===== config.mk =====
export PLATFORM = sky130hd
export DESIGN_NAME = mult_div_unit
export DESIGN_NICKNAME = d
export VERILOG_FILES = /design/src/rtl/mdu_pkg.sv /design/src/rtl/mdu_iter_core.sv /design/src/rtl/mult_div_unit.sv
export SDC_FILE = /design/constraint.sdc
export NUM_CORES = 1
export LEC_CHECK = 0
export BUFFER_PORTS_ARGS = -buffer_cell sky130_fd_sc_hd__buf_2
export CORE_UTILIZATION = 35
export CTS_CLUSTER_SIZE = 10
export DETAILED_ROUTE_END_ITERATION = 16
export MAX_ROUTING_LAYER = met4
export PLACE_DENSITY = 0.58
export SYNTH_ARGS = -nofsm -noshare
export SYNTH_HDL_FRONTEND = slang
export SYNTH_HIERARCHICAL = 1
export SYNTH_SLANG_ARGS = --single-unit

===== constraint.sdc =====
create_clock -name clk -period 6.1 [get_ports clk]
set_clock_uncertainty 0.1 [all_clocks]
set_input_delay 1.22 -clock clk [delete_from_list [all_inputs] [get_ports clk]]
set_output_delay 1.22 -clock clk [all_outputs]
set_load 0.1 [all_outputs]

===== src/rtl/mdu_pkg.sv =====
// Shared op codes, FSM encodings and iteration constants for the multiply/divide unit.
package mdu_pkg;

    localparam logic [2:0] OP_MULT  = 3'd0;
    localparam logic [2:0] OP_MULTU = 3'd1;
    localparam logic [2:0] OP_DIV   = 3'd2;
    localparam logic [2:0] OP_DIVU  = 3'd3;
    localparam logic [2:0] OP_MTHI  = 3'd4;
    localparam logic [2:0] OP_MTLO  = 3'd5;

    localparam logic [1:0] ST_IDLE = 2'd0;
    localparam logic [1:0] ST_RUN  = 2'd1;
    localparam logic [1:0] ST_FIX  = 2'd2;

    localparam int unsigned ITER_COUNT = 32;
    localparam logic [4:0]  LAST_ITER  = 5'(ITER_COUNT - 1);

    function automatic logic [31:0] neg32(input logic [31:0] v, input logic en);
        return en ? (32'd0 - v) : v;
    endfunction

endpackage


===== src/rtl/mdu_iter_core.sv =====
// One-bit-per-cycle datapath: shift-add multiply and restoring shift-subtract divide.
module mdu_iter_core
    import mdu_pkg::*;
(
    input  logic        clk,
    input  logic        rst_n,
    input  logic        i_load,
    input  logic        i_step,
    input  logic [31:0] i_a,
    input  logic [31:0] i_b,
    output logic [63:0] o_prod,
    output logic [31:0] o_quot,
    output logic [31:0] o_rem,
    output logic        o_last
);

    logic [63:0] r_acc;
    logic [31:0] r_mcand;
    logic [31:0] r_quot;
    logic [31:0] r_rem;
    logic [4:0]  r_cnt;

    logic [32:0] w_sum;
    logic [32:0] w_trial;

    // Upper half plus a carry bit; the low half holds the multiplier being consumed LSB first.
    assign w_sum   = {1'b0, r_acc[63:32]} + (r_acc[0] ? {1'b0, r_mcand} : 33'd0);
    assign w_trial = {r_rem, r_quot[31]} - {1'b0, r_mcand};

    // Both datapaths step every cycle; the top picks the one matching the latched op.
    always_ff @(posedge clk or negedge rst_n) begin
        if (!rst_n) begin
            r_acc   <= '0;
            r_mcand <= '0;
            r_quot  <= '0;
            r_rem   <= '0;
            r_cnt   <= '0;
        end else if (i_load) begin
            r_acc   <= {32'd0, i_a};
            r_mcand <= i_b;
            r_quot  <= i_a;
            r_rem   <= '0;
            r_cnt   <= '0;
        end else if (i_step) begin
            r_acc <= {w_sum, r_acc[31:1]};
            if (!w_trial[32]) begin
                r_rem  <= w_trial[31:0];
                r_quot <= {r_quot[30:0], 1'b1};
            end else begin
                r_rem  <= {r_rem[30:0], r_quot[31]};
                r_quot <= {r_quot[30:0], 1'b0};
            end
            r_cnt <= r_cnt + 5'd1;
        end
    end

    assign o_prod = r_acc;
    assign o_quot = r_quot;
    assign o_rem  = r_rem;
    assign o_last = (r_cnt == LAST_ITER);

endmodule


===== src/rtl/mult_div_unit.sv =====
// Iterative MIPS multiply/divide unit with HI/LO. Define MDU_FAST_MULT_EN for a
// single-cycle combinational multiply; divide always iterates.
module mult_div_unit
    import mdu_pkg::*;
#(
    parameter int unsigned WIDTH = 32
) (
    input  logic             clk,
    input  logic             rst_n,
    input  logic             Start,
    input  logic [2:0]       Op,
    input  logic [WIDTH-1:0] Operand_A,
    input  logic [WIDTH-1:0] Operand_B,
    output logic             Busy,
    output logic             Done,
    output logic [WIDTH-1:0] HI,
    output logic [WIDTH-1:0] LO
);

    logic [1:0]  r_state;
    logic [1:0]  w_state_d;
    logic        r_done;
    logic        r_is_div;
    logic        r_neg_q;
    logic        r_neg_r;
    logic        r_div_zero;
    logic [31:0] r_raw_a;
    logic [31:0] r_hi;
    logic [31:0] r_lo;

    logic        w_accept;
    logic        w_is_arith;
    logic        w_is_div;
    logic        w_signed;
    logic        w_a_neg;
    logic        w_b_neg;
    logic [31:0] w_abs_a;
    logic [31:0] w_abs_b;
    logic        w_fast;
    logic        w_launch;
    logic        w_last;
    logic [63:0] w_prod;
    logic [31:0] w_quot;
    logic [31:0] w_rem;
    logic [63:0] w_prod_fix;

    assign w_accept   = Start && (r_state == ST_IDLE);
    assign w_is_arith = ~Op[2];
    assign w_is_div   = Op[1];
    assign w_signed   = ~Op[0];
    assign w_a_neg    = w_signed & Operand_A[31];
    assign w_b_neg    = w_signed & Operand_B[31];
    assign w_abs_a    = neg32(Operand_A, w_a_neg);
    assign w_abs_b    = neg32(Operand_B, w_b_neg);

`ifdef MDU_FAST_MULT_EN
    logic [63:0] w_fast_mag;
    logic [63:0] w_fast_prod;

    assign w_fast      = w_accept & w_is_arith & ~w_is_div;
    assign w_fast_mag  = {32'd0, w_abs_a} * {32'd0, w_abs_b};
    assign w_fast_prod = (w_a_neg ^ w_b_neg) ? (64'd0 - w_fast_mag) : w_fast_mag;
`else
    assign w_fast = 1'b0;
`endif

    assign w_launch = w_accept & w_is_arith & ~w_fast;

    mdu_iter_core u_core (
        .clk    (clk),
        .rst_n  (rst_n),
        .i_load (w_launch),
        .i_step (r_state == ST_RUN),
        .i_a    (w_abs_a),
        .i_b    (w_abs_b),
        .o_prod (w_prod),
        .o_quot (w_quot),
        .o_rem  (w_rem),
        .o_last (w_last)
    );

    assign w_prod_fix = r_neg_q ? (64'd0 - w_prod) : w_prod;

    always_comb begin
        w_state_d = r_state;
        case (r_state)
            ST_IDLE: if (w_launch) w_state_d = ST_RUN;
            ST_RUN:  if (w_last) w_state_d = ST_FIX;
            ST_FIX:  w_state_d = ST_IDLE;
            default: w_state_d = ST_IDLE;
        endcase
    end

    always_ff @(posedge clk or negedge rst_n) begin
        if (!rst_n) begin
            r_state    <= ST_IDLE;
            r_done     <= 1'b0;
            r_is_div   <= 1'b0;
            r_neg_q    <= 1'b0;
            r_neg_r    <= 1'b0;
            r_div_zero <= 1'b0;
            r_raw_a    <= '0;
            r_hi       <= '0;
            r_lo       <= '0;
        end else begin
            r_state <= w_state_d;
            r_done  <= (r_state == ST_FIX) | w_fast;
            if (w_launch) begin
                r_is_div   <= w_is_div;
                r_neg_q    <= w_a_neg ^ w_b_neg;
                r_neg_r    <= w_a_neg;
                r_div_zero <= w_is_div && (Operand_B == 32'd0);
                r_raw_a    <= Operand_A;
            end
            if (r_state == ST_FIX) begin
                if (r_is_div && r_div_zero) begin
                    r_lo <= 32'hFFFF_FFFF;
                    r_hi <= r_raw_a;
                end else if (r_is_div) begin
                    r_lo <= neg32(w_quot, r_neg_q);
                    r_hi <= neg32(w_rem, r_neg_r);
                end else begin
                    r_hi <= w_prod_fix[63:32];
                    r_lo <= w_prod_fix[31:0];
                end
            end else if (w_accept && Op == OP_MTHI) begin
                r_hi <= Operand_A;
            end else if (w_accept && Op == OP_MTLO) begin
                r_lo <= Operand_A;
            end
`ifdef MDU_FAST_MULT_EN
            if (w_fast) begin
                r_hi <= w_fast_prod[63:32];
                r_lo <= w_fast_prod[31:0];
            end
`endif
        end
    end

    assign Busy = (r_state != ST_IDLE);
    assign Done = r_done;
    assign HI   = r_hi;
    assign LO   = r_lo;

endmodule


# Word-level counts from Yosys, hierarchy flattened
# Cells that the tools add are included.
dict set report word_totals {
  reg_bits 268
  inputBits 70
  output_inout_bits 66
  wordCells 77
}
dict set report op_classes {
  add_sub_neg 8
  n_eq_ne 8
  n_mux 28
  bitwise 6
  reduce_logical 13
}
# cell count
set ops {}
lappend ops {{two-way mux 32 bit} 19}
lappend ops {{two-way mux 64 bit} 3}
lappend ops {{subtractor 1 x 32 -> 32 bit (first input constant)} 4}
lappend ops {{subtractor 1 x 64 -> 64 bit (first input constant)} 1}
lappend ops {{adder 32 x 33 -> 33 bit} 1}
lappend ops {{subtractor 33 x 32 -> 33 bit} 1}
lappend ops {{zero test 32 bit} 1}
lappend ops {{two-way mux 5 bit} 2}
lappend ops {{nonzero test 2 bit} 4}
lappend ops {{== test 3 bit (second input constant)} 2}
lappend ops {{adder 5 x 1 -> 5 bit (second input constant)} 1}
lappend ops {{== test 5 bit (second input constant)} 1}
lappend ops {{logical AND 1 bit} 5}
lappend ops {{two-way mux 2 bit} 2}
lappend ops {{inequality test 2 bit (second input constant)} 2}
lappend ops {{one-hot mux 2 bit (2 select lines)} 1}
lappend ops {{AND reduction 2 bit} 2}
lappend ops {{AND 1 bit} 3}
lappend ops {{== test 2 x 1 -> 1 bit (second input constant)} 1}
lappend ops {{== test 2 bit (second input constant)} 1}
lappend ops {{zero test 2 bit} 1}
lappend ops {{inequality test 2 x 1 -> 1 bit (second input constant)} 1}
lappend ops {{NOT 1 bit} 2}
lappend ops {{two-way mux 1 bit} 1}
lappend ops {{bitwise XOR 1 bit} 1}

# Longest topological paths before layout
dict set report depth {
  depth_word 6
  depth_mapped 14
  depth_no_buf 12
}

# Cells and area by module
# The synthesis kept the hierarchy.
# mod instances cells_per_inst area_each_um2 seq_area_each_um2
set modules_own_cells {}
lappend modules_own_cells {mdu_iter_core 1 1252 10898.0 4129.0}
lappend modules_own_cells {mult_div_unit 1 1254 9596.7 2577.5}

# Worst setup path before layout
# Ideal clock, no wire load.
dict set report synth_timing {
  kind {register -> register}
  from {register r_state[1]}
  to {register u_core.r_quot[31], in the netlist u_core/o_quot[31]}
  arrival_time_ns 3.364
  required_ns 5.863
  path_slack_ns 2.499
  stages_incl_launch_ff 11
  synth_period_minus_slack_ns 3.601
  cell_sequence {dfrtp_1 -> or2_0 -> or3b_2 -> clkinv_1 -> buf_1 -> clkbuf_1 -> clkinv_1 -> clkbuf_1 -> clkbuf_1 -> nor2_1 -> a21oi_1}
}
dict set report synth_between {
  elab_chain_cells 4
}
# item line
set synth_rtl {}
lappend synth_rtl {{from (decl)} mult_div_unit.sv:20} ;# logic [1:0] r_state;
lappend synth_rtl {{from (signal assigned)} mult_div_unit.sv:106} ;# r_state <= w_state_d;
lappend synth_rtl {{zero test 2 bit *} mult_div_unit.sv:47} ;# assign w_accept = Start && (r_state == ST_IDLE);
lappend synth_rtl {{logical AND 1 bit *} mult_div_unit.sv:47}
lappend synth_rtl {{AND 1 bit *} mult_div_unit.sv:67} ;# assign w_launch = w_accept & w_is_arith & ~w_fast;
lappend synth_rtl {{named net w_launch} mult_div_unit.sv:40} ;# logic w_launch;
lappend synth_rtl {{two-way mux 32 bit or nonzero test 2 bit (tied branches)} n/a}
lappend synth_rtl {{to (signal assigned)} mdu_iter_core.sv:41} ;# r_quot <= i_a;
lappend synth_rtl {{to (signal assigned)} mdu_iter_core.sv:48} ;# r_quot <= {r_quot[30:0], 1'b1};
lappend synth_rtl {{to (signal assigned)} mdu_iter_core.sv:51} ;# r_quot <= {r_quot[30:0], 1'b0};
lappend synth_rtl {{to (decl)} mdu_iter_core.sv:19} ;# logic [31:0] r_quot;
# Mark *: on every way through the listed nets, which the timed path passes. The rest lies on a longest branch.
# A chain may end at the register's enable or synchronous reset.

# Worst setup path in the final report
dict set report layout_timing {
  from {register u_core.r_acc[0], in the netlist u_core/o_prod[0]}
  to {register u_core.r_acc[60], in the netlist u_core/o_prod[60]}
}
dict set report layout_between {
  elab_chain_cells 4
}
# item line
set layout_rtl {}
lappend layout_rtl {{from (decl)} mdu_iter_core.sv:17} ;# logic [63:0] r_acc;
lappend layout_rtl {{from (signal assigned)} mdu_iter_core.sv:39} ;# r_acc <= {32'd0, i_a};
lappend layout_rtl {{from (signal assigned)} mdu_iter_core.sv:45} ;# r_acc <= {w_sum, r_acc[31:1]};
lappend layout_rtl {{two-way mux 32 bit} mdu_iter_core.sv:27} ;# assign w_sum = {1'b0, r_acc[63:32]} + (r_acc[0] ? {1'b0, r_mcand} : 33'd0);
lappend layout_rtl {{adder 32 x 33 -> 33 bit} mdu_iter_core.sv:27}
lappend layout_rtl {{two-way mux 64 bit} mdu_iter_core.sv:44} ;# end else if (i_step) begin
lappend layout_rtl {{two-way mux 64 bit} mdu_iter_core.sv:38} ;# end else if (i_load) begin
# No other way between the ends. The select of a mux whose other input is x is not followed.

==> impl_results.md <==
- Outcome: complete, no violations
- CTS Buffer Depth: 3
- Syn nets: 2649
- Synth-to-layout area growth: 11.8%
- Residual DRC: 0
- Switching pwr: 0.00844 W
- Pre-CTS setup slack: 2.07 ns
- IO Count: 136
- Routed Antenna Nets: 0
- Post-CTS Resized: 0
- Post-synth ARST share: 100%
- Slew headroom: 14.5%
- Proportion of layout cells with a drive suffix above 1: 10.7%
- R2R depth: 11
- DRT iter0 DRCs: 1963
- Wire length per cell: 23.1 um
- Unrepaired setup endpoints after global routing: false
- Number of global-route vias before repair: 19.1k
- Crit path launch type: flop
- Sequential Power Share: 25.8%
- Design Power: 0.0158 W
- Final Hold Viols: 0
- Largest net degree at the start of global routing: 120
- Sw Ratio: 53.3%
- H-tree depth: 2
- R2r endpoint: u_core/o_prod[60]$_DFFE_PN0P_
- Post-layout nets: 2690
- Final core utilization: 39.6%
- Min-Delay Path Depth: 2
- Tcrit/Tclk final: 64.0%
- Post-DR vias/cell: 6.01
- DPL Wire Length: 56300 um
- # clock sinks: 268
- Ant diodes: 0
- Cells after synthesis: 2506
- Setup Viol. Count Final: 0
- Yosys warns: 6
- Core Area: 57800 sq um
- Initial core utilization: 35.5%
- Max Slew Vio Count: 0
- Worst reg2reg setup slack: 2.19 ns
- Max-cap violations: 0
- First-pass GRT wire length: 117000 um
- Static leakage: 9.77 nW
- Total Routed Length: 77100 um
- Min cycle time layout: 3.91 ns
- Pwr Density: 692 nW/um^2
- CTS Buf Count: 38
- Fillers: 5915
- Peak supply drop: 0.395 mV
- P_int: 0.00741 W
- Max Fclk: 256 MHz
- Clock share of power: 13.4%
- Row count: 88
- CP Data Arrival Time: 4.29 ns
- WHS Endpoint: r_raw_a[19]$_DFFE_PN0P_
- Setup TNS: 0 ns
- Post-synth EDFFs: 0
- Skew-Pair Late Insertion Delay: 0.58 ns
- Yosys top cell area share: 32.7%
- Main area contributors after synthesis: dfrtp_1 (33%), nand2_1 (5.7%), a21oi_1 (4.8%)
- Worst slew pin tran: 1.28 ns
- Combinational Power Share: 60.8%
- Initial antenna violation count: 1
- Kind of critical path: flop to flop
- Min-Delay Path Class: flop to flop
- Post-synth cell types: 88
- Synthesis-stage register bit count: 268
- Die area: 59500 sq um
- Ys flop type: dfrtp_1
- Hold Startpoint: r_raw_a[19]$_DFFE_PN0P_
- Die X-Extent: 244 um
- Placer Congestion: 0.952
- Die height: 244 um
- Cts hold-fix bufs: 0
- CP Max Fanout: 36
- Register area share after synthesis: 32.7%
- Post-synthesis average cell area: 8.18 sq um
- Final worst slack: 2.19 ns
- CP Capture Type: flop
- Vias: 20.1k
- Crit path required time: 6.48 ns
- Worst-path clk slew: 0.06 ns
- GRT Util Overall: 26.0%
- Clock tree from TritonCTS: built
- Global route total overflow: 0
- First-pass DRT Iterations: 7
- # Post-CTS Setup Buffers: 0
- Post-Syn Area: 20500 sq um
- CTS Root Cell: clkbuf_16
- Number of port buffers: 135
- Largest area contributor in the netlist: dfrtp_1
- R2R Path Start: u_core/o_prod[0]$_DFFE_PN0P_
routing by layer:
layer	GRT usage, %	vias up	share of wire, %
met3	3.71	164	6.9
met4	9.89	0	3.6
met2	40.9	887	46
met5	-	-	0
met1	33.7	9738	43
li1	-	9262	-
registers in the layout (all words and copies together), names as in the netlist:
register	count
u_core/o_prod	64
HI	32
LO	32
r_raw_a	32
u_core/o_quot	32
u_core/o_rem	32
u_core/r_mcand	32
u_core/r_cnt	5
r_state	2
Done	1
r_div_zero	1
r_is_div	1
r_neg_q	1
r_neg_r	1
cells by family after synthesis:
group                    share of synthesized area, %
AO/OA/AOI/OAI                                    23.8
adder cells (fa/ha/maj)                          4.53
AND/OR/NAND/NOR                                  21.3
XOR/XNOR                                         8.08
multiplexers                                     4.74
buffers and inverters                            4.78
flip-flops                                       32.7
power groups by stage:
| stage | Sequential [W] | Clock [W] | Combinational, W |
|---|---|---|---|
| floorplan | 0.00481 | 0 | 0.00625 |
| global placement | 0.00403 | 0 | 0.00941 |
| detailed placement | 0.00405 | 0 | 0.00951 |
| CTS | 0.00403 | 0.00217 | 0.00955 |
| global route | 0.00418 | 0.00222 | 0.0105 |
| finish | 0.00408 | 0.00212 | 0.00964 |
final cells by class:
class	count	area, sq um	share of cell area (%)
multi-input cells	1991	12800	56.0
clock buffers	56	1090	4.76
flip-flops and latches	268	6710	29.3
inverters	82	315	1.38
repair buffers	166	931	4.06
well taps	765	957	4.18
clock inverters	10	75.1	0.328
cells in the final DEF, fill, tap and decap left out, types with 23 or more instances in the layout:
master     count
nand2_1      310
dfrtp_1      266
nor2_1       212
a21oi_1      197
o21ai_0      151
buf_2        134
xnor2_1      105
mux2i_1       88
xor2_1        84
inv_1         77
ha_1          71
nor3_1        60
nand3_1       51
o31ai_1       46
or3_1         42
or4_1         39
clkbuf_16     39
a21o_1        36
and2_1        36
buf_4         30
o21a_1        26
o41ai_1       24
nand4_1       24
o221ai_1      23
o211ai_1      23
a311oi_1      23
through the flow:
| stage | area, sq um | hold slack [ns] | instances |
|---|---|---|---|
| finish | 22900 | 0.375 | 3338 |
| detailed placement | 21700 | 0.360 | 3272 |
| floorplan | 20500 | 0.337 | 2506 |
| global route | 22900 | 0.398 | 3338 |
| global placement | 21700 | 0.356 | 3272 |
| CTS | 22900 | 0.374 | 3338 |
Yosys cell counts (25+ instances only):
cell,count
o21a_1,26
clkbuf_1,123
ha_1,71
xor2_1,84
nand3_1,51
or3_1,43
nor3_1,61
a21oi_1,197
and2_1,36
xnor2_1,105
o21ai_0,151
o31ai_1,46
a21o_1,36
inv_1,79
or4_1,39
dfrtp_1,268
mux2i_1,88
nor2_1,214
buf_1,25
nand2_1,310
how the worst max path moves through the flow:
stage,end,startpoint,cells after the start
final,u_core/o_prod[60]$_DFFE_PN0P_,u_core/o_prod[0]$_DFFE_PN0P_,11
after global routing,u_core/o_prod[60]$_DFFE_PN0P_,u_core/o_prod[0]$_DFFE_PN0P_,11
after CTS,u_core/o_prod[60]$_DFFE_PN0P_,u_core/o_prod[0]$_DFFE_PN0P_,11
after detailed placement,u_core/o_prod[28]$_DFFE_PN0P_,Operand_A[5],9
after global placement,u_core/o_quot[28]$_DFFE_PN0P_,Operand_A[5],9
after floorplan,u_core/o_quot[31]$_DFFE_PN0P_,r_state[1]$_DFFE_PN0P_,10
critical path, stage by stage, from the launching register on:
cell	delay (ns)
dfrtp_1	1.01
nand2_1	0.23
inv_1	0.11
ha_1	0.23
a21oi_1	0.18
o211ai_1	0.10
a21oi_1	0.32
a211oi_1	0.20
o21ai_0	0.51
a21oi_1	0.16
or4_1	0.54
nand3_1	0.10
Note: power is estimated with default switching activity, not from simulation.
